File: config.mk
export PLATFORM = sky130hd
export DESIGN_NAME = imm_gen_pipe_flat
export DESIGN_NICKNAME = d
export VERILOG_FILES = /design/src/rtl/imm_pkg.sv /design/src/rtl/imm_gen_pipe_if.sv /design/src/rtl/imm_decode.sv /design/src/rtl/imm_gen_pipe.sv /design/src/flat_wrapper.sv
export SDC_FILE = /design/constraint.sdc
export NUM_CORES = 1
export LEC_CHECK = 0
export ABC_AREA = 1
export CORE_MARGIN = 2
export CORE_UTILIZATION = 53
export DETAILED_ROUTE_END_ITERATION = 8
export PLACE_DENSITY_LB_ADDON = 0.08
export SKIP_LAST_GASP = 1
export SYNTH_ARGS = -nofsm -noshare
export SYNTH_HDL_FRONTEND = slang
export SYNTH_HIERARCHICAL = 1
export SYNTH_SLANG_ARGS = --single-unit
File: constraint.sdc
create_clock -name clk -period 1.4 [get_ports clk]
set_input_delay 0.28 -clock clk [delete_from_list [all_inputs] [get_ports clk]]
set_output_delay 0.28 -clock clk [all_outputs]
set_load 0.01 [all_outputs]
File: src/rtl/imm_pkg.sv
// Shared types and opcode constants for the decode-stage immediate generator.
package imm_pkg;

  typedef enum logic [2:0] {
    FmtNone = 3'd0,
    FmtI    = 3'd1,
    FmtS    = 3'd2,
    FmtB    = 3'd3,
    FmtU    = 3'd4,
    FmtJ    = 3'd5,
    FmtZ    = 3'd6
  } imm_fmt_e;

  localparam logic [6:0] OPC_OP_IMM    = 7'b0010011;
  localparam logic [6:0] OPC_LOAD      = 7'b0000011;
  localparam logic [6:0] OPC_JALR      = 7'b1100111;
  localparam logic [6:0] OPC_OP_IMM_32 = 7'b0011011;
  localparam logic [6:0] OPC_STORE     = 7'b0100011;
  localparam logic [6:0] OPC_BRANCH    = 7'b1100011;
  localparam logic [6:0] OPC_LUI       = 7'b0110111;
  localparam logic [6:0] OPC_AUIPC     = 7'b0010111;
  localparam logic [6:0] OPC_JAL       = 7'b1101111;
  localparam logic [6:0] OPC_SYSTEM    = 7'b1110011;
  localparam logic [6:0] OPC_OP        = 7'b0110011;
  localparam logic [6:0] OPC_OP_32     = 7'b0111011;
  localparam logic [6:0] OPC_MISC_MEM  = 7'b0001111;

endpackage

File: src/rtl/imm_gen_pipe_if.sv
// Fetch-side and register-read-side handshake bundle of the immediate generator.
interface imm_gen_pipe_if import imm_pkg::*; #(
  parameter int unsigned XLEN = 32
) ();

  logic             flush;
  logic             in_valid;
  logic             in_ready;
  logic [31:0]      in_instr;
  logic [XLEN-1:0]  in_pc;
  logic             out_valid;
  logic             out_ready;
  logic [XLEN-1:0]  out_imm;
  imm_fmt_e         out_fmt;
  logic [XLEN-1:0]  out_pc;
  logic             out_illegal;

  // Environment side: drives instructions in and accepts results.
  modport master (
    output flush, in_valid, in_instr, in_pc, out_ready,
    input  in_ready, out_valid, out_imm, out_fmt, out_pc, out_illegal
  );

  // Block side.
  modport slave (
    input  flush, in_valid, in_instr, in_pc, out_ready,
    output in_ready, out_valid, out_imm, out_fmt, out_pc, out_illegal
  );

endinterface

File: src/rtl/imm_decode.sv
// Combinational RV32I/RV64I immediate extraction: instruction word to {imm, fmt, illegal}.
module imm_decode import imm_pkg::*; #(
  parameter int unsigned XLEN = 32
) (
  input  logic [31:0]     instr,
  output logic [XLEN-1:0] imm,
  output imm_fmt_e        fmt,
  output logic            illegal
);

  logic [6:0]         opcode;
  logic signed [11:0] i_raw;
  logic signed [11:0] s_raw;
  logic signed [12:0] b_raw;
  logic signed [31:0] u_raw;
  logic signed [20:0] j_raw;

  assign opcode = instr[6:0];
  assign i_raw  = instr[31:20];
  assign s_raw  = {instr[31:25], instr[11:7]};
  assign b_raw  = {instr[31], instr[7], instr[30:25], instr[11:8], 1'b0};
  assign u_raw  = {instr[31:12], 12'b0};
  assign j_raw  = {instr[31], instr[19:12], instr[20], instr[30:21], 1'b0};

  // Opcodes all end in 2'b11, so compressed encodings fall through to default.
  always_comb begin
    imm     = '0;
    fmt     = FmtNone;
    illegal = 1'b0;
    case (opcode)
      OPC_OP_IMM, OPC_LOAD, OPC_JALR: begin
        imm = XLEN'(i_raw);
        fmt = FmtI;
      end
      OPC_OP_IMM_32: begin
        if (XLEN == 64) begin
          imm = XLEN'(i_raw);
          fmt = FmtI;
        end else begin
          illegal = 1'b1;
        end
      end
      OPC_STORE: begin
        imm = XLEN'(s_raw);
        fmt = FmtS;
      end
      OPC_BRANCH: begin
        imm = XLEN'(b_raw);
        fmt = FmtB;
      end
      OPC_LUI, OPC_AUIPC: begin
        imm = XLEN'(u_raw);
        fmt = FmtU;
      end
      OPC_JAL: begin
        imm = XLEN'(j_raw);
        fmt = FmtJ;
      end
      OPC_SYSTEM: begin
        if (instr[14]) begin
          imm = XLEN'(instr[19:15]);
          fmt = FmtZ;
        end
      end
      OPC_OP, OPC_MISC_MEM: begin
      end
      OPC_OP_32: illegal = (XLEN != 64);
      default:   illegal = 1'b1;
    endcase
  end

endmodule

File: src/rtl/imm_gen_pipe.sv
// Registered immediate generator with valid/ready flow control and an optional skid entry.
module imm_gen_pipe import imm_pkg::*; #(
  parameter int unsigned XLEN = 32,
  parameter bit          SKID = 1'b1
) (
  input logic           clk,
  input logic           rst_n,
  imm_gen_pipe_if.slave bus
);

  typedef struct packed {
    logic [XLEN-1:0] imm;
    imm_fmt_e        fmt;
    logic            illegal;
    logic [XLEN-1:0] pc;
  } entry_t;

  logic [XLEN-1:0] dec_imm;
  imm_fmt_e        dec_fmt;
  logic            dec_illegal;
  entry_t          dec_entry;

  entry_t main_q, main_d, skid_q, skid_d;
  logic   main_valid_q, main_valid_d, skid_valid_q, skid_valid_d;
  logic   in_fire, out_fire;

  imm_decode #(
    .XLEN(XLEN)
  ) u_decode (
    .instr   (bus.in_instr),
    .imm     (dec_imm),
    .fmt     (dec_fmt),
    .illegal (dec_illegal)
  );

  assign dec_entry = '{imm: dec_imm, fmt: dec_fmt, illegal: dec_illegal, pc: bus.in_pc};

  assign bus.in_ready = SKID ? ~skid_valid_q : (bus.out_ready | ~main_valid_q);
  assign in_fire      = bus.in_valid & bus.in_ready;
  assign out_fire     = main_valid_q & bus.out_ready;

  // Main only loads when it is empty or draining; skid catches the one in flight otherwise.
  always_comb begin
    main_d       = main_q;
    skid_d       = skid_q;
    main_valid_d = main_valid_q;
    skid_valid_d = skid_valid_q;
    if (bus.flush) begin
      main_valid_d = 1'b0;
      skid_valid_d = 1'b0;
    end else if (!main_valid_q || out_fire) begin
      if (skid_valid_q) begin
        main_d       = skid_q;
        skid_valid_d = 1'b0;
      end else if (in_fire) begin
        main_d       = dec_entry;
        main_valid_d = 1'b1;
      end else begin
        main_valid_d = 1'b0;
      end
    end else if (SKID && in_fire) begin
      skid_d       = dec_entry;
      skid_valid_d = 1'b1;
    end
  end

  always_ff @(posedge clk or negedge rst_n) begin
    if (!rst_n) begin
      main_q       <= '0;
      skid_q       <= '0;
      main_valid_q <= 1'b0;
      skid_valid_q <= 1'b0;
    end else begin
      main_q       <= main_d;
      skid_q       <= skid_d;
      main_valid_q <= main_valid_d;
      skid_valid_q <= skid_valid_d;
    end
  end

  always_comb begin
    bus.out_valid   = main_valid_q;
    bus.out_imm     = main_q.imm;
    bus.out_fmt     = main_q.fmt;
    bus.out_pc      = main_q.pc;
    bus.out_illegal = main_q.illegal;
  end

endmodule

File: src/flat_wrapper.sv
// flat-port wrapper written by rule: the top's interface ports become plain ports
module imm_gen_pipe_flat import imm_pkg::*;
#(
  parameter int unsigned XLEN = 32,
  parameter bit          SKID = 1'b1
)
  (clk, rst_n, bus_flush, bus_in_valid, bus_in_instr, bus_in_pc, bus_out_ready, bus_in_ready, bus_out_valid, bus_out_imm, bus_out_fmt, bus_out_pc, bus_out_illegal);
  imm_gen_pipe_if #(.XLEN(XLEN)) bus_i ();
  input logic clk;
  input logic rst_n;
  input wire logic [$bits(bus_i.flush)-1:0] bus_flush;
  input wire logic [$bits(bus_i.in_valid)-1:0] bus_in_valid;
  input wire logic [$bits(bus_i.in_instr)-1:0] bus_in_instr;
  input wire logic [$bits(bus_i.in_pc)-1:0] bus_in_pc;
  input wire logic [$bits(bus_i.out_ready)-1:0] bus_out_ready;
  output wire logic [$bits(bus_i.in_ready)-1:0] bus_in_ready;
  output wire logic [$bits(bus_i.out_valid)-1:0] bus_out_valid;
  output wire logic [$bits(bus_i.out_imm)-1:0] bus_out_imm;
  output wire logic [$bits(bus_i.out_fmt)-1:0] bus_out_fmt;
  output wire logic [$bits(bus_i.out_pc)-1:0] bus_out_pc;
  output wire logic [$bits(bus_i.out_illegal)-1:0] bus_out_illegal;
  assign bus_i.flush = bus_flush;
  assign bus_i.in_valid = bus_in_valid;
  assign bus_i.in_instr = bus_in_instr;
  assign bus_i.in_pc = bus_in_pc;
  assign bus_i.out_ready = bus_out_ready;
  assign bus_in_ready = bus_i.in_ready;
  assign bus_out_valid = bus_i.out_valid;
  assign bus_out_imm = bus_i.out_imm;
  assign bus_out_fmt = bus_i.out_fmt;
  assign bus_out_pc = bus_i.out_pc;
  assign bus_out_illegal = bus_i.out_illegal;
  imm_gen_pipe #(.XLEN(XLEN), .SKID(SKID)) u_core (.clk(clk), .rst_n(rst_n), .bus(bus_i));
endmodule
==> summary.md <==
| Metric | Value |
|---|---|
| Most frequent cells in the layout | nand2_1, nand3_1, dfrtp_1 |
| Fin nets | 1301 |
| Main combinational cell family by area after synthesis | simple AND/OR/NAND/NOR gates |
| IO Port Bufs | 138 |
| Worst-path cell chain | dlygate4sd2_1 |
| Fin crit period | 1380 ps |
| # diodes | 0 |
| Final hold vios | 0 |
| DIE AREA | 0.0148 mm2 |
| Clock H-tree levels | 4 |
| Synth-to-layout area growth | 39.5% |
| Pwr/cell area | 1080 mW/mm2 |
| # fillers | 1137 |
| CP startpoint kind | register |
| Slowest stage delay, CP | 380 ps |
| Clk buf depth | 2 |
| Max Transition Viols Final | 0 |
| I/O pins | 139 |
| Routed Antenna Nets | 0 |
| Cell Rows | 43 |
| Relative slew margins | 76.4% |
| Dpl hpwl | 13800 um |
| WP buf/inv | 1 |
| Grt total ovfl | 0 |
| Clock slew seen by the registers of the worst setup and hold paths | 60 ps |
| Max Cap Viol | 0 |
| Antenna violations before repair | 0 |
| Outcome | finished clean |
| Syn nets | 1128 |
| Post-synthesis mux area share | 0% |
| Xor/xnor share of the synthesized area | 0% |
| Synth Area in Adders | 0% |
| Kind of critical path | register to primary output |
| Period utilization | 98.4% |
| Area of the multi-input gates | 0.00352 mm2 |
| Fin util | 74.7% |
| Synthesized area | 0.00734 mm2 |
| Routed wire per std cell | 15.2 um |
| Achievable Freq | 726 MHz |
| Overall Global Routing Usage | 29.6% |
| Pin count of the biggest net entering global routing | 48 |
| Fin cells | 1424 |
| 1st-iter DRT viols | 659 |
| Commonest non-fill, non-tap cell in the layout | nand2_1 |
| Leakage | 5.86 nW |
| First-pass GRT wire length | 34600 um |
| Simple-Gate Fraction of Synth Area | 46.1% |
| Worst Skew | 5.13 ps |
| Setup violations, final | 0 |
| Req. time, crit path | 1120 ps |
| Vias in the first global route | 7181 |
| CORE AREA | 0.0137 mm2 |
| Gpl congestion | 0.921 |
| Top delay family on crit path | flip-flops |
| CTS sink cnt | 138 |
| #FFs+latches synth | 138 |
| Share of cells above drive strength 1 | 13.3% |
| Via density | 5.40 |
| Die height | 122 um |
| WL final | 21600 um |
| Syn Area/Cell | 6.93 um2 |
| Chip width | 122 um |
| Post-synthesis compound-gate area fraction | 0.205% |
| Vias | 7686 |
| CP endpoint kind | primary output |
| Reg area | 0.00345 mm2 |
| Initial core utilization | 53.5% |
| DRC errors left | 0 |
| Place WS | -564 ps |
| First-pass DRT Iterations | 5 |
| Final setup margin | 22.1 ps |
| Hold Crit Class | input port to asynchronous set/reset pin |
| WP data arrival | 1100 ps |
| Maximum VDD drop | 727 uV |
| CTS tree | done |
| Clk root buf | clkbuf_16 |
| RSZ-0062 raised after global routing | true |
| Slowest CP cell | dfrtp_1 |
| Cell variety after synth | 20 |
| Clock Latency Late Sink | 410 ps |
| Seq/Total Area, Yosys | 47.0% |
| Warnings, synthesis | 6 |
| Total CTS buffers | 17 |
| Worst-Margin Slew | 354 ps |
| Mapped Cells | 1059 |
| Maximum fanout along the worst path | 2 |
| Placed insts | 1370 |
cell usage after synthesis, drive strengths merged:
cell,count,area share [%]
nand2,571,29
nand3,197,14
a21oi,1,0.068
buf,50,3.9
nor2,42,2.6
clkinv,3,0.15
nand4,3,0.26
inv,28,1.4
dfrtp,138,47
o21ai,2,0.14
nand3b,2,0.20
clkbuf,22,1.1
sequential cells by signal (all words and copies together), names as in the netlist:
signal and cells:
u_core/bus.out_valid 1, u_core/bus.out_illegal 1, u_core/bus.out_imm 32, u_core/bus.out_pc 32
u_core/skid_valid_q 1, u_core/skid_q 68, u_core/bus.out_fmt 3
per-layer routing:
layer	wire (um)	share of wire (%)	global-route usage (%)
met1	9080	42	38.4
met3	1430	6.6	5.95
met5	0	0	0
met2	10700	50	50.1
met4	415	1.9	9.70
power by group:
part	switching [mW]	internal [mW]
registers	0.241	4.45
clock network	1.62	2.98
logic	0.971	0.798
kinds of logic (layout without fill, tap and decap cells):
kind of cell | after synthesis | in the layout
and+or+nand+nor | 815 | 815
AOI/OAI and AO/OA | 3 | 3
DFF | 138 | 138
buffers and inverters | 103 | 288
worst paths after layout:
kind | cells after the start | end | slack, ps | startpoint
setup / recovery | 1 | bus_out_imm[31] | 20 | u_core/bus.out_imm[31]
hold / removal | 2 | u_core/bus.out_pc[28] | 330 | rst_n
setup reg to reg | 7 | u_core/skid_q[63] | 70 | u_core/skid_valid_q
hold reg to reg | 2 | u_core/bus.out_pc[24] | 470 | u_core/bus.out_pc[24]
max in group asynchronous | 3 | u_core/skid_q[38] | 520 | rst_n
min in group clk | 3 | u_core/skid_q[10] | 460 | bus_in_pc[10]
through the flow:
stage | power (mW) | hold WS [ps] | setup TNS (ps) | area (um2)
after floorplan | 5.51 | -15.6 | 0 | 7340
after global placement | 6.51 | 200 | -44770 | 9300
after detailed placement | 6.55 | 199 | -46880 | 9300
after CTS | 11.0 | 330 | -151 | 9970
after global routing | 11.5 | 364 | -372 | 10200
final | 11.1 | 332 | 0 | 10200
repair_timing:
action                                  4_1_cts  5_1_grt
pin swaps                                     7       16
gates cloned                                  1        4
endpoints found under the setup margin      108       78
hold endpoints to repair                     29        0
resized for setup                            97       56
buffers inserted                              8        9
hold buffers                                  1        0
area by class of cell:
class,instances,share of cell area (%)
Clock inverter,6,1.09
Sequential cell,138,33.7
Inverter,31,1.16
Tap cell,180,2.20
Timing Repair Buffer,226,22.6
Clock buffer,25,4.84
Multi-Input combinational cell,818,34.4
(Power assumes the default switching activity.)
